## config.mk

```make
export PLATFORM = sky130hd
export DESIGN_NAME = rom_to_ram_loader
export DESIGN_NICKNAME = d
export VERILOG_FILES = /design/src/rtl/rom_to_ram_loader.sv
export SDC_FILE = /design/constraint.sdc
export NUM_CORES = 1
export LEC_CHECK = 0
export BUFFER_PORTS_ARGS = -buffer_cell sky130_fd_sc_hd__clkbuf_2
export CORE_ASPECT_RATIO = 0.75
export CORE_MARGIN = 3
export CORE_UTILIZATION = 55
export CTS_BUF_LIST = sky130_fd_sc_hd__clkbuf_8
export DETAILED_ROUTE_END_ITERATION = 16
export PLACE_DENSITY_LB_ADDON = 0.08
export REMOVE_ABC_BUFFERS = 1
export SYNTH_ARGS = -nofsm -noshare
export SYNTH_HDL_FRONTEND = slang
export SYNTH_SLANG_ARGS = --single-unit
```

## constraint.sdc

```tcl
create_clock -name clk -period 3.1 [get_ports clk]
set_input_delay 0.155 -clock clk [delete_from_list [all_inputs] [get_ports clk]]
set_output_delay 0.155 -clock clk [all_outputs]
set_load 0.05 [all_outputs]
```

## src/rtl/rom_to_ram_loader.sv

```systemverilog
// Sequential ROM-to-RAM copier driving the shared single-port memory unit.
// One word per READ/CAPT/WRITE triple; reports progress, done pulse and XOR checksum.
module rom_to_ram_loader #(
  parameter int DATA_WIDTH = 32,
  parameter int ADDR_WIDTH = 8
) (
  input  logic                  clk,
  input  logic                  reset,
  input  logic                  start,
  input  logic [ADDR_WIDTH-1:0] src_base,
  input  logic [ADDR_WIDTH-1:0] dst_base,
  input  logic [ADDR_WIDTH:0]   len,
  output logic                  busy,
  output logic                  done,
  output logic [ADDR_WIDTH:0]   words_copied,
  output logic [DATA_WIDTH-1:0] checksum,
  output logic [ADDR_WIDTH-1:0] mem_addr,
  output logic [DATA_WIDTH-1:0] mem_wdata,
  output logic                  mem_we,
  output logic                  mem_sel,
  input  logic [DATA_WIDTH-1:0] mem_q
);

  typedef enum logic [2:0] {IDLE, READ, CAPT, WRITE, DONE} state_t;

  state_t                state;
  logic [ADDR_WIDTH-1:0] src_r;
  logic [ADDR_WIDTH-1:0] dst_r;
  logic [ADDR_WIDTH:0]   len_r;
  logic [ADDR_WIDTH:0]   count;
  logic [DATA_WIDTH-1:0] data_r;

  logic [ADDR_WIDTH:0]   count_nxt;
  logic [ADDR_WIDTH-1:0] rd_addr_nxt;
  logic [ADDR_WIDTH-1:0] wr_addr;

  // Address sums truncate to ADDR_WIDTH, so both ROM and RAM pointers wrap.
  assign count_nxt   = count + 1'b1;
  assign rd_addr_nxt = src_r + count_nxt[ADDR_WIDTH-1:0];
  assign wr_addr     = dst_r + count[ADDR_WIDTH-1:0];

  // Outputs are registered alongside the state, loaded with the values of the
  // state being entered, so they never depend combinationally on inputs.
  always_ff @(posedge clk or negedge reset) begin
    if (!reset) begin
      state        <= IDLE;
      src_r        <= '0;
      dst_r        <= '0;
      len_r        <= '0;
      count        <= '0;
      data_r       <= '0;
      busy         <= 1'b0;
      done         <= 1'b0;
      words_copied <= '0;
      checksum     <= '0;
      mem_addr     <= '0;
      mem_wdata    <= '0;
      mem_we       <= 1'b0;
      mem_sel      <= 1'b0;
    end else begin
      case (state)
        IDLE: begin
          busy      <= 1'b0;
          done      <= 1'b0;
          mem_we    <= 1'b0;
          mem_sel   <= 1'b0;
          mem_addr  <= '0;
          mem_wdata <= '0;
          if (start) begin
            src_r        <= src_base;
            dst_r        <= dst_base;
            len_r        <= len;
            count        <= '0;
            words_copied <= '0;
            checksum     <= '0;
            busy         <= 1'b1;
            if (len != '0) begin
              state    <= READ;
              mem_addr <= src_base;
            end else begin
              state <= DONE;
              done  <= 1'b1;
            end
          end
        end

        // ROM address is already on the port; wait for the registered read.
        READ: state <= CAPT;

        CAPT: begin
          data_r    <= mem_q;
          state     <= WRITE;
          mem_sel   <= 1'b1;
          mem_we    <= 1'b1;
          mem_addr  <= wr_addr;
          mem_wdata <= mem_q;
        end

        WRITE: begin
          count        <= count_nxt;
          words_copied <= words_copied + 1'b1;
          checksum     <= checksum ^ data_r;
          mem_we       <= 1'b0;
          mem_sel      <= 1'b0;
          mem_wdata    <= '0;
          if (count_nxt == len_r) begin
            state    <= DONE;
            done     <= 1'b1;
            mem_addr <= '0;
          end else begin
            state    <= READ;
            mem_addr <= rd_addr_nxt;
          end
        end

        DONE: begin
          state     <= IDLE;
          done      <= 1'b0;
          busy      <= 1'b0;
          mem_we    <= 1'b0;
          mem_sel   <= 1'b0;
          mem_addr  <= '0;
          mem_wdata <= '0;
        end

        default: begin
          state   <= IDLE;
          busy    <= 1'b0;
          done    <= 1'b0;
          mem_we  <= 1'b0;
          mem_sel <= 1'b0;
        end
      endcase
    end
  end

endmodule

```

* After elaboration in Yosys (flattened, before gate mapping)
Cells that the tools add are included.
** Storage, ports and cells
- Register bits after elaboration :: 153
- Latch bits :: 0
- Memory bits (read-only) :: 0
- Memory bits (writable) :: 0
- Memories :: 0
** Operators by class
- Bitwise gates (word level) :: 2
- Divide/modulo/power cells :: 0
- Magnitude comparators :: 0
- Add/subtract/negate cells :: 4
- Shift operators :: 0
- Equality and inequality tests :: 7
- Multiplexer cells :: 21
- $mul :: 0
- Reductions and logical operators :: 11
** Operators with widths (count)
- $pmux 32 s2 :: 2
- $pmux 9 s2 :: 2
- $mux 32 :: 1
- $pmux 8 s4 :: 1
- $xor 32x32->32 :: 1
- $mux 8 :: 3
- $add 9x1->9 const B :: 2
- $add 8x8->8 :: 2
- $pmux 3 s4 :: 1
- $eq 9x9->1 :: 1
- $mux 3 :: 3
- $mux 9 :: 1
- $reduce_bool 9->1 :: 1
- $eq 3x2->1 const B :: 2
- $reduce_and 2->1 :: 3
- $reduce_or 3->1 :: 2
- $mux 1 :: 4
- $ne 2x2->1 const B :: 2
- $pmux 1 s2 :: 2
- $reduce_bool 2->1 :: 2
- $reduce_bool 4->1 :: 1
- $eq 3x1->1 const B :: 1
- $eq 3x3->1 const B :: 1
- $logic_not 3->1 :: 1
- 3 further kinds :: 3

* Logic depth before layout (Yosys ltp)
- Depth after elaboration :: 4
- Depth in mapped cells :: 10
- Depth with buffers taken out :: 10

* Least setup slack after synthesis
Ideal clock, no wire load.
- Kind :: register -> register
- From :: reg count[0]
- To :: reg mem_addr[6]
- Cell stages (with the launch flop) :: 11
- Data arrival time :: 2249 ps
- Slack :: 756 ps
- Data required time :: 3005 ps
- Path buffers :: 0
- Cells stage by stage :: dfrtp_1 ha_1 xnor2_1 inv_1 ha_1 nor2b_1 o21ai_0 a21boi_0 o21a_1 o21a_1 o31ai_1
** On the way
- Cells in the longest elaborated chain, start to end :: 4
- Elaborated cells on any way between the ends :: 6
- Classes of those cells :: 3 x add/sub; 1 x eq/ne; 2 x mux
** RTL lines
- start: declaration :: line 30 : logic [ADDR_WIDTH:0] count;
- start signal: assignment :: line 100 : count <= count_nxt;
- $add 9x1->9 :: line 38 : assign count_nxt = count + 1'b1;
- $add 8x8->8 / $eq 9x9->1 (equally long branches) :: line 39, 106
- $mux 8 :: line 106 : if (count_nxt == len_r) begin
- $pmux 8 s4 (*) :: line 61 : case (state)
- end signal: assignment :: line 79 : mem_addr <= src_base;
- end signal: assignment :: line 95 : mem_addr <= wr_addr;
- end signal: assignment :: line 112 : mem_addr <= rd_addr_nxt;
- end: declaration :: line 17 : output logic [ADDR_WIDTH-1:0] mem_addr,
Every way passes the cells marked *; elsewhere a longest branch is shown, timed or not.
A chain may end at the register's enable or synchronous reset.

* Final worst setup path
Ends and elaborated chain as after synthesis.

==> impl_results.md <==
- Status: complete, no violations
- Root Buffer: clkbuf_8
- Diode count: 0
- Synth cell count leaders: nand2_1, dfrtp_1, o21ai_0, nand3_1, clkbuf_1
- Layout cell share with drive strength beyond 1: 21.2%
- Routability-driven placement congestion ratio: 0.926
- DRC: 0
- Final hold slack: 395 ps
- Final WL: 18.5 mm
- Bufs on Longest Clock Path: 2
- Critical path class: flip-flop to flip-flop
- Routed via count: 6163
- Fin crit share: 89.5%
- Yosys reg bits: 153
- Post-synth cell types: 57
- Register-to-register path setup slack: 330 ps
- Buffers added on ports: 144
- Gate Count Post-Synth: 742
- Worst clock skew: 15.8 ps
- Die Span Y: 103 um
- EDFF count, synth: 0
- Worst slew margin: 31.1%
- Dpl ws: 438 ps
- Register Area: 3830 um2
- Critical path peak fanout: 7
- Peak supply drop: 0.000811 V
- Critical path data arrival time: 3120 ps
- First-pass GRT wire length: 29.9 mm
- Ys async rst share: 100%
- Crit path time final: 2770 ps
- Crit start category: flip-flop
- Crit-path slowest cell: dfrtp_1
- Post-cts sizing count: 0
- Worst-path clk slew: 80 ps
- Top_reg_cell synth: dfrtp_1
- Critical path cell sequence: ha_1, xnor2_1, inv_1, ha_1, nor2b_1, o21ai_0, a21boi_0, o21a_1, nor3_1, o31ai_1
- Worst-Margin Slew: 1030 ps
- Layout area overhead: 28.7%
- Vias in the first global route: 6060
- Row count: 34
- Die X: 136 um
- Final hold violation count: 0
- Initial antenna violation count: 0
- Setup_tns: 0 ps
- Reg2reg end: mem_addr[6]
- Detail Placement HPWL: 12.1 mm
- Cell mode on critical path: ha_1
- Final Net Count: 1018
- DRT Pass-1 Iters: 6
- Clk_lat worst skew: 450 ps
- Multi-input logic area: 2940 um2
- Max-Cap Viols: 0
- Fmax: 0.360 GHz
- # H-tree levels: 4
- DR WL/cell: 16.6 um
- Routed Antenna Nets: 0
- Max Slew Vio Count: 0
- Pin count of the biggest net entering global routing: 107
- YS warnings: 0
- CTS Sinks: 153
- P per Cell Area: 1190 nW/um2
- GRT overflow: 0
- Max incr delay on CP: 480 ps
- Core Area: 12000 um2
- Global-route usage over all layers: 27.3%
- Hold_buf cts: 59
- Mapped Area: 6940 um2
- CTS tree: yes
- DR iter-0 viols: 486
- Post-synth top area cell: dfrtp_1
- Via density: 5.53
- Top post-synthesis cells by area: dfrtp_1, nand2_1, o21ai_0
- CP top delay family: compound AO/OA/AOI/OAI gates
- Setup bufs post-CTS: 0
- Initial Util: 58.0%
- Synth top area share: 55.2%
- Setup ws final: 326 ps
- Leak Pwr: 4.57 nW
- Reg-to-reg startpoint: count[0]
- Cts bufs inserted: 17
- Post-synthesis sequential area ratio: 55.2%
- Worst setup EP type: flip-flop
- # IOs: 145
- Top-count cell post-synth: nand2_1
- Setup-failing EPs final: 0
- R2r worst-path depth: 10
- FILL cells: 864
- Avg Cell Area, Syn: 9.35 um2
- CP Buf/Inv Count: 1
- RSZ-0062 raised after global routing: no
- Data required, critical path: 3450 ps
- Die area: 14000 um2
- Hold Path Class: input port to async pin
## per-stage QoR
stage,util (%),area (um2),std cells,power (mW)
3_3_place_gp,65.6,7840,1024,8.50
3_5_place_dp,65.6,7840,1024,8.68
2_1_floorplan,-,6780,706,7.16
5_1_grt,74.7,8930,1115,11.3
4_1_cts,74.7,8930,1115,10.7
6_report,74.7,8930,1115,10.7
## sequential cells by signal, indices dropped and copies added (netlist names), 9 cells and up
name          cells
checksum         32
mem_wdata        32
words_copied      9
data_r           32
count             9
len_r             9
## worst reg2reg max path, stage by stage, from the launching register on
cell	delay, ps
dfrtp_1	480
ha_1	310
xnor2_1	270
inv_1	70
ha_1	340
nor2b_1	230
o21ai_0	130
a21boi_0	350
o21a_1	190
nor3_1	60
o31ai_1	240
## kinds of logic after synthesis
family | Yosys count | share of synthesized area (%)
adder cells (fa/ha/maj) | 18 | 3.46
buffers and inverters | 47 | 2.87
XOR/XNOR | 28 | 3.73
AND/OR/NAND/NOR | 352 | 21.2
AO/OA/AOI/OAI | 144 | 13.5
flip-flops | 153 | 55.2
## power by group
group	switching [mW]	internal [mW]
clock	0.786	1.07
sequential	0.678	2.86
combinational	3.73	1.53
total	5.19	5.46
## layer usage
layer,up-vias,track usage [%],part of all wire (%)
li1,2921,-,-
met1,2966,36.4,44
met2,238,44.6,47
met3,38,7.25,7.1
met4,0,8.68,1.9
met5,-,0,0
## cell usage in the layout, fill, tap and decap left out, drive strengths merged, types with 2 or more instances in the layout
cell	count
a211oi	2
a21o	4
a21oi	16
a222oi	3
a22o	18
a31oi	4
and2	2
and3	4
and4	2
buf	13
bufinv	6
clkbuf	161
clkinvlp	3
dfrtp	153
dlygate4sd3	59
fa	2
ha	16
inv	15
nand2	252
nand2b	2
nand3	42
nand4	4
nor2	29
nor2b	4
nor3	4
nor4	4
o21a	4
o21ai	68
o221ai	2
o22a	2
o22ai	3
o31ai	4
o41ai	3
xnor2	15
xor2	12
## cell type report
| type | instances | area share (%) |
|---|---|---|
| clock buffers | 18 | 2.78 |
| repair buffers | 215 | 15.9 |
| clock inverters | 14 | 2.73 |
| inverters | 11 | 0.463 |
| multi-input cells | 542 | 33.0 |
| flip-flops and latches | 153 | 42.9 |
| well taps | 162 | 2.27 |
## how the worst max path moves through the flow
stage,startpoint,to,slack (ps),cells past startpoint
after floorplan,state[1],count[6],-790,4
after global placement,count[0],mem_addr[6],550,10
after detailed placement,count[0],mem_addr[6],440,10
after CTS,count[0],mem_addr[6],370,10
after global routing,count[0],mem_addr[6],130,10
final,count[0],mem_addr[6],330,10
No activity file was read; power rests on OpenSTA's default activity.
